<file path="config.mk">
export PLATFORM = sky130hd
export DESIGN_NAME = seq_divider_flat
export DESIGN_NICKNAME = d
export VERILOG_FILES = /design/src/rtl/seq_divider_if.sv /design/src/rtl/seq_divider.sv /design/src/flat_wrapper.sv
export SDC_FILE = /design/constraint.sdc
export NUM_CORES = 1
export LEC_CHECK = 0
export ABC_AREA = 1
export BUFFER_PORTS_ARGS = -buffer_cell sky130_fd_sc_hd__buf_2
export CAP_MARGIN = 20
export CORE_MARGIN = 1
export CORE_UTILIZATION = 50
export DETAILED_ROUTE_END_ITERATION = 8
export PLACE_DENSITY = 0.69
export SYNTH_ARGS = -nofsm -noshare
export SYNTH_HDL_FRONTEND = slang
export SYNTH_SLANG_ARGS = --single-unit
</file>
<file path="constraint.sdc">
create_clock -name clk -period 9.28 [get_ports clk]
set_clock_uncertainty 0.05 [all_clocks]
set_input_delay 0.928 -clock clk [delete_from_list [all_inputs] [get_ports clk]]
set_output_delay 0.928 -clock clk [all_outputs]
set_load 0.02 [all_outputs]
</file>
<file path="src/rtl/seq_divider_if.sv">
//==============================================================================
// Module      : seq_divider_if
// Description : Operand/launch and result bundle between control and divider.
// Revision    : 1.0 - initial release
//==============================================================================
`default_nettype none

interface seq_divider_if #(
    parameter int WIDTH = 32
);
    logic             start;
    logic [WIDTH-1:0] dividend;
    logic [WIDTH-1:0] divisor;
    logic             busy;
    logic             done;
    logic             div_zero;
    logic [WIDTH-1:0] hi;
    logic [WIDTH-1:0] lo;

    modport master (
        output start, dividend, divisor,
        input  busy, done, div_zero, hi, lo
    );

    modport slave (
        input  start, dividend, divisor,
        output busy, done, div_zero, hi, lo
    );
endinterface

`default_nettype wire

</file>
<file path="src/rtl/seq_divider.sv">
//==============================================================================
// Module      : seq_divider
// Description : Multicycle signed radix-2 restoring divider (MIPS DIV HI/LO).
// Revision    : 1.0 - initial release
//==============================================================================
`default_nettype none

module seq_divider #(
    parameter int WIDTH = 32
) (
    input  wire logic       clk,
    input  wire logic       reset,
    seq_divider_if.slave    bus
);
    localparam int CNT_W = $clog2(WIDTH + 1);

    typedef enum logic [1:0] {
        IDLE = 2'd0,
        RUN  = 2'd1,
        FIX  = 2'd2,
        DONE = 2'd3
    } state_t;

    state_t           r_state;
    logic [WIDTH-1:0] r_rem;
    logic [WIDTH-1:0] r_quo;
    logic [WIDTH-1:0] r_dvsr;
    logic [WIDTH-1:0] r_hi;
    logic [WIDTH-1:0] r_lo;
    logic [CNT_W-1:0] r_cnt;
    logic             r_sign_q;
    logic             r_sign_r;
    logic             r_busy;
    logic             r_done;
    logic             r_div_zero;

    logic [WIDTH-1:0] w_dvd_mag;
    logic [WIDTH-1:0] w_dvs_mag;
    logic [WIDTH:0]   w_shift;
    logic [WIDTH:0]   w_diff;

    // Magnitude of the most negative value wraps to itself, which is the
    // correct unsigned magnitude.
    assign w_dvd_mag = bus.dividend[WIDTH-1] ? -bus.dividend : bus.dividend;
    assign w_dvs_mag = bus.divisor[WIDTH-1]  ? -bus.divisor  : bus.divisor;

    // r_quo starts as the dividend magnitude; its MSB shifts into the
    // remainder while quotient bits fill in from the LSB.
    assign w_shift = {r_rem, r_quo[WIDTH-1]};
    assign w_diff  = w_shift - {1'b0, r_dvsr};

    always_ff @(posedge clk or posedge reset) begin
        if (reset) begin
            r_state    <= IDLE;
            r_rem      <= '0;
            r_quo      <= '0;
            r_dvsr     <= '0;
            r_hi       <= '0;
            r_lo       <= '0;
            r_cnt      <= '0;
            r_sign_q   <= 1'b0;
            r_sign_r   <= 1'b0;
            r_busy     <= 1'b0;
            r_done     <= 1'b0;
            r_div_zero <= 1'b0;
        end else begin
            r_done <= 1'b0;
            case (r_state)
                IDLE: begin
                    if (bus.start) begin
                        if (bus.divisor == '0) begin
                            r_div_zero <= 1'b1;
                            r_done     <= 1'b1;
                            r_state    <= DONE;
                        end else begin
                            r_div_zero <= 1'b0;
                            r_quo      <= w_dvd_mag;
                            r_dvsr     <= w_dvs_mag;
                            r_sign_q   <= bus.dividend[WIDTH-1] ^ bus.divisor[WIDTH-1];
                            r_sign_r   <= bus.dividend[WIDTH-1];
                            r_rem      <= '0;
                            r_cnt      <= CNT_W'(WIDTH);
                            r_busy     <= 1'b1;
                            r_state    <= RUN;
                        end
                    end
                end
                RUN: begin
                    // Negative trial difference means restore the shifted value.
                    r_rem <= w_diff[WIDTH] ? w_shift[WIDTH-1:0] : w_diff[WIDTH-1:0];
                    r_quo <= {r_quo[WIDTH-2:0], ~w_diff[WIDTH]};
                    r_cnt <= r_cnt - CNT_W'(1);
                    if (r_cnt == CNT_W'(1)) begin
                        r_state <= FIX;
                    end
                end
                FIX: begin
                    r_lo    <= r_sign_q ? -r_quo : r_quo;
                    r_hi    <= r_sign_r ? -r_rem : r_rem;
                    r_busy  <= 1'b0;
                    r_done  <= 1'b1;
                    r_state <= DONE;
                end
                DONE: begin
                    r_state <= IDLE;
                end
                default: begin
                    r_state <= IDLE;
                end
            endcase
        end
    end

    assign bus.busy     = r_busy;
    assign bus.done     = r_done;
    assign bus.div_zero = r_div_zero;
    assign bus.hi       = r_hi;
    assign bus.lo       = r_lo;

endmodule

`default_nettype wire

</file>
<file path="src/flat_wrapper.sv">
// flat-port wrapper written by rule: the top's interface ports become plain ports
module seq_divider_flat 
#(
    parameter int WIDTH = 32
)
  (clk, reset, bus_start, bus_dividend, bus_divisor, bus_busy, bus_done, bus_div_zero, bus_hi, bus_lo);
  seq_divider_if #(.WIDTH(WIDTH)) bus_i ();
  input  wire logic clk;
  input  wire logic reset;
  input wire logic [$bits(bus_i.start)-1:0] bus_start;
  input wire logic [$bits(bus_i.dividend)-1:0] bus_dividend;
  input wire logic [$bits(bus_i.divisor)-1:0] bus_divisor;
  output wire logic [$bits(bus_i.busy)-1:0] bus_busy;
  output wire logic [$bits(bus_i.done)-1:0] bus_done;
  output wire logic [$bits(bus_i.div_zero)-1:0] bus_div_zero;
  output wire logic [$bits(bus_i.hi)-1:0] bus_hi;
  output wire logic [$bits(bus_i.lo)-1:0] bus_lo;
  assign bus_i.start = bus_start;
  assign bus_i.dividend = bus_dividend;
  assign bus_i.divisor = bus_divisor;
  assign bus_busy = bus_i.busy;
  assign bus_done = bus_i.done;
  assign bus_div_zero = bus_i.div_zero;
  assign bus_hi = bus_i.hi;
  assign bus_lo = bus_i.lo;
  seq_divider #(.WIDTH(WIDTH)) u_core (.clk(clk), .reset(reset), .bus(bus_i));
endmodule
</file>
Word-level counts from Yosys, hierarchy flattened
Index checks and enable logic that the tools add are counted.
Storage, ports and cells
  input bits: 67
  output and inout bits: 67
  flip-flop bits (word level): 173
  logic and storage cells: 61
Cells by class
  bitwise operators: 3
  mux-type cells: 24
  eq/ne operators: 7
  reduce and logical (&&, ||, !) cells: 9
  $add $sub $neg: 6
Operator list (count)
  two-way mux 32 bit: 9
  negation 32 bit: 4
  one-hot mux 32 bit (2 select lines): 2
  subtractor 33 x 32 -> 33 bit: 1
  zero test 32 bit: 1
  two-way mux 6 bit: 2
  one-hot mux 6 bit (2 select lines): 1
  AND reduction 3 bit: 3
  one-hot mux 2 bit (4 select lines): 1
  == test 6 x 1 -> 1 bit, second input constant: 1
  two-way mux 2 bit: 3
  subtractor 6 x 1 -> 6 bit, second input constant: 1
  == test 2 bit, second input constant: 2
  two-way mux 1 bit: 4
  != test 2 bit, second input constant: 2
  one-hot mux 1 bit (2 select lines): 2
  AND reduction 2 bit: 2
  nonzero test 2 bit: 2
  == test 2 x 1 -> 1 bit, second input constant: 1
  zero test 2 bit: 1
  != test 2 x 1 -> 1 bit, second input constant: 1
  NOT 1 bit: 2
  bitwise XOR 1 bit: 1

Longest topological paths before layout
Gate-level depths: netlist (run 1).
  depth in word-level cells: 5
  mapped depth: 18
  depth with buffers taken out: 17

Worst setup path after synthesis (run 1)
No wires, ideal clock.
  path type: input -> register
  start point: in bus_dividend[1]
  end point: reg u_core.r_quo[16]
  required time: 9107 ps
  path buffers: 0
  library setup time: 123 ps
  stages: 11
  data arrival time: 2262 ps
  slack: 6845 ps
  cells stage by stage: inv_1 ha_1 nand3_1 inv_1 nand2_1 nor2_1 nand2_1 o21ai_0 xor2_1 o21ai_0 nand2_1
Between the ends
  word-level cells in the longest chain between the ends: 5
RTL lines
  start: declaration: line flat_wrapper.sv:11  | input wire logic [$bits(bus_i.dividend)-1:0] bus_dividend;
  negation 32 bit: line seq_divider.sv:44  | assign w_dvd_mag = bus.dividend[WIDTH-1] ? -bus.dividend : bus.dividend;
  two-way mux 32 bit: line seq_divider.sv:44
  two-way mux 32 bit: line seq_divider.sv:71  | if (bus.divisor == '0) begin
  two-way mux 32 bit: line seq_divider.sv:70  | if (bus.start) begin
  one-hot mux 32 bit (2 select lines): line seq_divider.sv:68  | case (r_state)
  end signal: assignment: line seq_divider.sv:77  | r_quo <= w_dvd_mag;
  end signal: assignment: line seq_divider.sv:91  | r_quo <= {r_quo[WIDTH-2:0], ~w_diff[WIDTH]};
  end: declaration: line seq_divider.sv:26  | logic [WIDTH-1:0] r_quo;
Every way passes these cells. The select of a mux whose other input is x is not followed.
A chain may end at the register's enable or synchronous reset.

Worst setup path in the final report (run 1)
  start point: reg u_core.r_state[1]
  end point: reg u_core.r_rem[10]
Between the ends
  word-level cells in the longest chain between the ends: 3
  elaborated cells between the ends (all ways): 7
  classes of those cells: eq/ne: 3; mux: 1; reduce/logical: 3
RTL lines
  start: declaration: line seq_divider.sv:24  | state_t r_state;
  start signal: assignment: line seq_divider.sv:54  | r_state <= IDLE;
  start signal: assignment: line seq_divider.sv:74  | r_state <= DONE;
  start signal: assignment: line seq_divider.sv:84  | r_state <= RUN;
  == test 2 x 1 -> 1 bit / zero test 2 bit (equally long branches): line seq_divider.sv:68
  nonzero test 2 bit (no source line) / != test 2 bit (equally long branches)
  AND reduction 3 bit (no source line)
  end signal: assignment: line seq_divider.sv:90  | r_rem <= w_diff[WIDTH] ? w_shift[WIDTH-1:0] : w_diff[WIDTH-1:0];
  end: declaration: line seq_divider.sv:25  | logic [WIDTH-1:0] r_rem;
Several ways; a longest one is shown, not always the timed one.

==> results of run 1 <==
-- routing by layer --
metal  GRT usage  vias to the layer above  wire length, um
li1            -                     6863                -
met1       0.476                     6351            20800
met2       0.479                      450            18600
met3      0.0329                       40             2590
met4      0.0741                        2              764
met5           0                        -               17
-- power by group through the flow --
| stage | clock network (W) | logic (W) | registers (W) |
|---|---|---|---|
| floorplan | 0 | 0.00151 | 0.00138 |
| global placement | 0 | 0.00223 | 0.00131 |
| detailed placement | 0 | 0.00226 | 0.00131 |
| CTS | 0.000770 | 0.00228 | 0.00130 |
| global route | 0.000800 | 0.00256 | 0.00134 |
| finish | 0.000767 | 0.00229 | 0.00131 |
-- critical path, cell delays in order (launching register included) --
cell,delay (ns)
dfrtp_1,0.41
inv_1,0.09
ha_1,0.68
inv_1,0.14
nand2_1,0.15
nand3_4,0.58
nor2_4,0.91
nand3_1,0.16
nand2_1,0.09
-- how the worst max path moves through the flow --
stage                      start               end  slack (ns)
2_1_floorplan              reset   u_core.bus.busy        3.61
3_3_place_gp     bus_divisor[31]   u_core.r_rem[7]        5.75
3_5_place_dp     bus_divisor[31]  u_core.r_rem[10]        5.68
4_1_cts        u_core.r_state[1]  u_core.r_rem[10]        5.94
5_1_grt        u_core.r_state[1]   u_core.r_rem[1]        5.61
6_report       u_core.r_state[1]  u_core.r_rem[10]        5.90
-- area by class of cell --
cell class / instances / area (um^2)
Timing Repair Buffer: 140 / 718
Clock buffer: 17 / 425
Tap cell: 335 / 419
Inverter: 303 / 1140
Multi-Input combinational cell: 1572 / 7710
Sequential cell: 173 / 4330
Fill cell: 2734 / 11300
Clock inverter: 15 / 208
-- flip-flops by register name, indices dropped and copies added (netlist names) --
signal               flops
u_core.bus.hi           32
u_core.bus.div_zero      1
u_core.r_state           2
u_core.r_sign_q          1
u_core.r_sign_r          1
u_core.r_quo            32
u_core.bus.lo           32
u_core.bus.done          1
u_core.bus.busy          1
u_core.r_rem            32
u_core.r_dvsr           32
u_core.r_cnt             6
-- metrics by stage --
stage	utilization	instances
after global placement	0.545	2523
final	0.569	2555
after detailed placement	0.545	2523
after floorplan	-	2112
after global routing	0.569	2555
after CTS	0.569	2555
-- kinds of logic (layout without fill, tap and decap cells) --
kind of cell / count (synthesis) / after routing / synth area share
AOI/OAI and AO/OA: 254 / 254 / 0.103
xor gates and xnor gates: 90 / 90 / 0.0584
adders and majority gates: 42 / 42 / 0.0395
buffers and inverters: 367 / 475 / 0.108
DFF: 173 / 173 / 0.321
and+or+nand+nor: 1186 / 1186 / 0.370
-- placed cells by master, fill, tap and decap left out, drive strengths merged --
cell	synthesis	layout
nand3	184	184
or2	7	7
buf	31	140
and3	1	1
dfrtp	173	173
o21ai	134	134
o211ai	16	16
fa	1	1
a21o	1	1
and2	3	3
inv	302	307
clkinv	1	10
nor4	5	5
nand2	706	706
clkbuf	33	17
xor2	67	67
o21bai	5	5
nor2	215	215
a31oi	22	22
o31ai	5	5
ha	41	41
o22ai	6	6
a21oi	65	65
nor3	27	27
nand4	31	31
nor3b	1	1
nand3b	6	6
xnor2	23	23
clkinvlp	0	1
==> reports/results.txt, run 1 <==
The run gives 2,112 as the cell count after synthesis. The top-area cell type share of the netlist area is 0.321. For this design the static power due to leakage is 8.27 nW.

The internal portion of the total power is 0.00211 W. In this run the remaining antenna-violating nets after routing total 0. Counting along the longest clock path gives a buffer depth of 2. The checks that failed: DRC. Of all cell types, the one taking the most synthesized area is dfrtp_1.

In the synthesized netlist the dominant register cell turns out to be dfrtp_1. For this run, the detailed router's first-pass iteration total came to 9. The die covers 27,600 um^2. After detailed routing, the average wire length per cell comes to 16.7 um.

The maximum operating frequency was 296 MHz. Smallest hold slack: 0.429 ns. The cell area after placement was 14,300 um^2. STA classifies the critical path endpoint as a flip-flop. From synthesis to final layout, the design area changed by 10.9%.

The synthesized netlist occupies a cell area of 13,500 um^2. Across the run, the number of max-cap violations was 0. The die is 166 um tall. The tools report the root cell of the clock tree as clkbuf_16.

The logs give 0.176 for the clock share of power and 68,800 um for the first-pass GRT wire length. Setup slack closes at 5.90 ns. The tools report the share of the yosys chip area belonging to registers as 0.321. The post-route fraction of the period consumed by the critical path came out at 0.364. Setup repair after global routing left no endpoint under its margin. OpenSTA, run right after detailed placement, puts the worst setup slack at 5.68 ns. Buffers added to address setup during post-CTS repair amount to 0. From left edge to right edge, the die measures 166 um.

By area the synthesized netlist is led by dfrtp_1 32%, nand2_1 19%, inv_1 8.3%. The total global-route track usage is 0.314. For the worst setup slack for register-to-register paths, the log shows 5.90 ns.

The number of cells on the worst reg-to-reg path is 8. Wires add up to 42,800 um. Along the worst path, the maximum fanout reaches 63. The hold violation count in the final report is 0. For the final sum of negative setup slack, the log shows 0 ns.

The I/O pin total was 134. The overflow left after global routing came out at 0. Entering global routing, the biggest net connects 102 pins.

The proportion of total power due to net switching works out to 0.517. The run gives 12,500 as the number of global-route vias before repair. Setup violations remaining at the end of the flow were counted as 0. In this run the critical register-to-register path is launched from u_core.r_state[1].

The worst hold path begins at u_core.bus.hi[18]. The logs give 0.525 for the relative contribution of combinational cells to total power and 173 for the sink count of the clock tree. Once the clock tree was built, the resizer swapped 0 gates to a different size. By startpoint and endpoint, the worst setup path is classified as reg2reg. In this run the standard cell core region covers 26,300 um^2. Routability-driven placement finished with a final weighted congestion of 0.984.

Sequential fraction of design power: 0.300. The reg-to-reg endpoint was u_core.r_rem[10]. The cell with the most instances after synthesis is nand2_1. CTS built an H-tree with a depth of 4. The max-slew headroom at the worst pin was 0.378; the net total in the final layout was 2,316.

The logs give 0 for the hold buffer count at CTS and 4 for the post-route DRC violation count. Counting flops with a built-in enable in the synthesized netlist gives 0. In this run the core area contains 59 standard-cell rows. A synthesized cell averages 6.39 um^2.

The run finished, with violations left. Detailed placement finished with a half-perimeter wire length of 33,500 um. For the post-synthesis net count, the log shows 2,221.

The synthesized design contains 173 register bits. The clock slew seen by the registers of the worst setup and hold paths came out at 0.08 ns. The logs give 9.60 ns for the required arrival time at the worst endpoint and 0.00437 W for the total power.

The analysis attributes to net switching a power of 0.00226 W. For this design the ratio of total power to cell area is 292 nW/um^2. The worst hold path terminates at u_core.bus.hi[18].

Worst voltage drop across the vdd grid: 0.000172 V. Summing all non-filler instances in the final layout gives an area of 15,000 um^2. The worst hold path was traced through 2 stages. STA classifies the critical path startpoint as a flip-flop. The actual slew at the worst max-slew pin is 0.932 ns, and the total clock buffers created by CTS is 17.

The number of antenna diodes in the final layout is 0. The run gives 0 as the yosys synthesis warning count. The async set-or-reset flop fraction in the synthesized netlist was 1.00. Detailed routing inserted a total of 13,700 vias. In the routed layout, each cell is associated on average with a via count of 5.36.

The max-slew violation total from the final report came out at 0. TritonCTS built the clock tree. The number of buffers added on ports was 133. The first routing iteration left 1,319 violations.

The tightest min-delay check is of the reg2reg type. The number of antenna violations at the first check in global routing came out at 1. Sorting the synthesized cells by how often they occur yields 693 x nand2_1, 298 x inv_1, 209 x nor2_1, 180 x nand3_1, 173 x dfrtp_1.

Counting distinct cell types in the post-synthesis netlist gives 46. The data arrival time of the critical path is 3.69 ns, and the insertion delay to the later sink of the worst-skew pair is 0.44 ns. The tools report the initial cell density of the core as 0.513. The smallest clock period supported by the final layout is computed as 3.38 ns. The fraction of final layout cells with drive strength greater than 1 works out to 0.0964.
(Power assumes the default switching activity.)
==> run 2, diff against run 1 <==
==> constraint.sdc (replaced) <==
create_clock -name clk -period 3.2 [get_ports clk]
set_clock_uncertainty 0.05 [all_clocks]
set_input_delay 0.32 -clock clk [delete_from_list [all_inputs] [get_ports clk]]
set_output_delay 0.32 -clock clk [all_outputs]
set_load 0.02 [all_outputs]
==> reports/results.txt, run 2 (synthesized netlist as in run 1, its figures left out) <==
Standard cell with the maximum stage delay on the critical path: dfrtp_1 (was nor2_4). The tools report the I/O pin total as 134 (unchanged). The critical setup path kind is reg2reg (unchanged).

The post-route fraction of the period consumed by the critical path was 0.875 (was 0.364); the sink count of the clock tree was 173 (unchanged). The run gives 0 (unchanged) as the setup violation total in the final timing report. The maximum level of the CTS H-tree was 4 (unchanged). The total power is 0.0125 W (was 0.00437 W), and the overflow left after global routing is 0 (unchanged).

Fraction of final layout cells with drive strength greater than 1: 0.102 (was 0.0964). Cell occurring most often along the worst timing path: nand2_1. Worst setup slack for register-to-register paths: 0.40 ns (was 5.90 ns). The type of the most critical hold path was in2reg (was reg2reg).

The number of maximum-capacitance constraint violations is 0 (unchanged). Most used cells in the layout excluding fill and tap cells: 693 x nand2_1, 296 x inv_1, 209 x nor2_1 (unchanged). The total clock buffers created by CTS came out at 17 (unchanged). The tools report the core footprint as 26,300 um^2 (unchanged). The count of TritonRoute iterations in the first routing pass was 7 (was 9).

The horizontal die dimension is 166 um (unchanged), and the first-pass GRT wire length is 69,600 um (was 68,800 um). Violations in the final reports: DRC (unchanged). Hold path startpoint: bus_start (was u_core.bus.hi[18]).

The hold violation count in the final report came out at 0 (unchanged). The wire length reported by the detailed router is 43,200 um (was 42,800 um), and the post-CTS setup buffer count is 0 (unchanged). The required arrival time at the worst endpoint came out at 3.47 ns (was 9.60 ns). The run gives 13,800 (was 13,700) as the count of vias placed by the detailed router. The root cell of the clock tree was clkbuf_16 (unchanged).

The maximum fanout count along the critical path came out at 24 (was 63). The max-slew violation total from the final report is 0 (unchanged). The tools report the reg-to-reg endpoint as u_core.r_rem[31] (was u_core.r_rem[10]). TritonCTS built the clock tree. The DRC marker count from the first detailed-route iteration is 1,292 (was 1,319). The data arrival time of the critical path is 3.07 ns (was 3.69 ns). The run finished, with violations left.

For the insertion delay to the later sink of the worst-skew pair, the log shows 0.44 ns (about the same). The total global-route track usage was 0.321 (was 0.314); the maximum operating frequency was 357 MHz (was 296 MHz). Worst path cell trace: ha_1 -> nand2_1 -> inv_1 -> nand2_1 -> inv_1 -> nand2_1 -> inv_1 -> a21oi_4 -> nand3_4 -> nand2_4 -> nand2_1 -> nand3_1 -> nand2_1 (was inv_1 -> ha_1 -> inv_1 -> nand2_1 -> nand3_4 -> nor2_4 -> nand3_1 -> nand2_1). The layout overhead on the synthesized area works out to 11.4% (was 10.9%).

Floorplan die height: 166 um (unchanged). The placement row count is 59 (unchanged). Detail-routed net length per standard cell: 16.8 um (was 16.7 um).

The worst voltage drop across the vdd grid is 0.000646 V (was 0.000172 V), and the maximum buffer depth of the clock tree is 2 (unchanged). The total power density per cell area came out at 834 nW/um^2 (was 292 nW/um^2). The maximum number of pins on one net before global-route repair came out at 64 (was 102). The actual slew at the worst max-slew pin came out at 0.839 ns (was 0.932 ns). Capturing element type of the critical path: a flip-flop (unchanged). Number of antenna repair diodes: 0 (unchanged). The run gives 27,600 um^2 (unchanged) as the floorplan die area. The leakage power is 8.31 nW (was 8.27 nW), and the hold buffer count at CTS is 1 (was 0). Number of cells traversed by the worst hold path: 3 (was 2). The number of vias per cell after detailed routing works out to 5.38 (was 5.36). The placed wire-length estimate is 34,500 um (was 33,500 um). The number of routed nets with antenna violations came out at 0 (unchanged). Highest cell delay on the worst timing path: 0.61 ns (was 0.91 ns).

The tools report the final sum of negative setup slack as 0 ns (unchanged). For the initial cell density of the core, the log shows 0.513 (unchanged). Number of cells on the worst reg-to-reg path: 13 (was 8). The startpoint type of the worst setup path was a flip-flop (unchanged).

Clock slew seen by the registers of the worst setup and hold paths: 0.07 ns (was 0.08 ns). The net total in the final layout is 2,330 (was 2,316). The post-route DRC violation count was 5 (was 4); the number of buffers added on ports was 133 (unchanged). The max-slew headroom at the worst pin was 0.439 (was 0.378). The tools report the worst flop-to-flop path startpoint as u_core.r_rem[24] (was u_core.r_state[1]). The minimum period implied by the final worst setup slack was 2.80 ns (was 3.38 ns). The number of global-route vias before repair was 12,700 (was 12,500); the number of gates given a new drive strength after cts was 0 (unchanged). The number of antenna violations at the first check in global routing was 0 (was 1). Hold-critical path endpoint: u_core.bus.div_zero (was u_core.bus.hi[18]).

The most frequent standard cell in the layout excluding fill and tap cells is nand2_1 (unchanged). Setup repair after global routing left no endpoint under its margin. The global placement routability congestion was 0.996 (was 0.984).
run 2: routing by layer:
| metal | GRT usage | wire [um] | vias to the layer above |
|---|---|---|---|
| met3 | 0.0484 | 3080 | 63 |
| li1 | - | - | 6921 |
| met2 | 0.480 | 18300 | 473 |
| met1 | 0.479 | 20800 | 6358 |
| met5 | 0 | 0 | - |
| met4 | 0.0898 | 995 | 0 |
run 2: worst max path at each step:
| stage | from | endpoint | slack, ns | cells after the start |
|---|---|---|---|---|
| 6_report | u_core.r_rem[24] | u_core.r_rem[31] | 0.40 | 13 |
| 5_1_grt | u_core.r_quo[31] | u_core.r_rem[31] | 0.21 | 16 |
| 4_1_cts | u_core.r_rem[24] | u_core.r_rem[9] | 0.46 | 13 |
| 3_3_place_gp | u_core.r_rem[24] | u_core.r_rem[20] | 0.54 | 13 |
| 2_1_floorplan | reset | u_core.bus.busy | 0.62 | 1 |
| 3_5_place_dp | u_core.r_rem[24] | u_core.r_rem[9] | 0.46 | 13 |
run 2: stage by stage:
stage | hold slack (ns) | utilization | cell area [um^2] | setup slack, ns | instances
final | 0.122 | 0.572 | 15000 | 0.400 | 2569
after global routing | 0.141 | 0.572 | 15000 | 0.207 | 2569
after global placement | 0.380 | 0.550 | 14500 | 0.543 | 2536
after detailed placement | 0.386 | 0.550 | 14500 | 0.456 | 2536
after floorplan | 0.399 | - | 13500 | 0.619 | 2112
after CTS | 0.104 | 0.572 | 15000 | 0.456 | 2569
run 2: worst max-delay path, delay by kind of cell (launching register included):
kind | cells | cell delay (ns)
DFF | 1 | 0.61
and+or+nand+nor | 8 | 1.21
AOI/OAI and AO/OA | 1 | 0.26
adders and majority gates | 1 | 0.37
buffers and inverters | 3 | 0.17
run 2: power by group:
group | internal [W] | total (W) | switching, W
combinational | 0.00204 | 0.00678 | 0.00474
clock | 0.00102 | 0.00201 | 0.000987
sequential | 0.00304 | 0.00373 | 0.000690
total | 0.00610 | 0.0125 | 0.00642
run 2: layout make-up:
| type | instances | area [um^2] |
|---|---|---|
| Clock buffer | 17 | 425 |
| Clock inverter | 15 | 130 |
| Fill cell | 2654 | 11300 |
| Inverter | 303 | 1140 |
| Multi-Input combinational cell | 1572 | 7710 |
| Sequential cell | 173 | 4330 |
| Tap cell | 335 | 419 |
| Timing Repair Buffer | 154 | 863 |
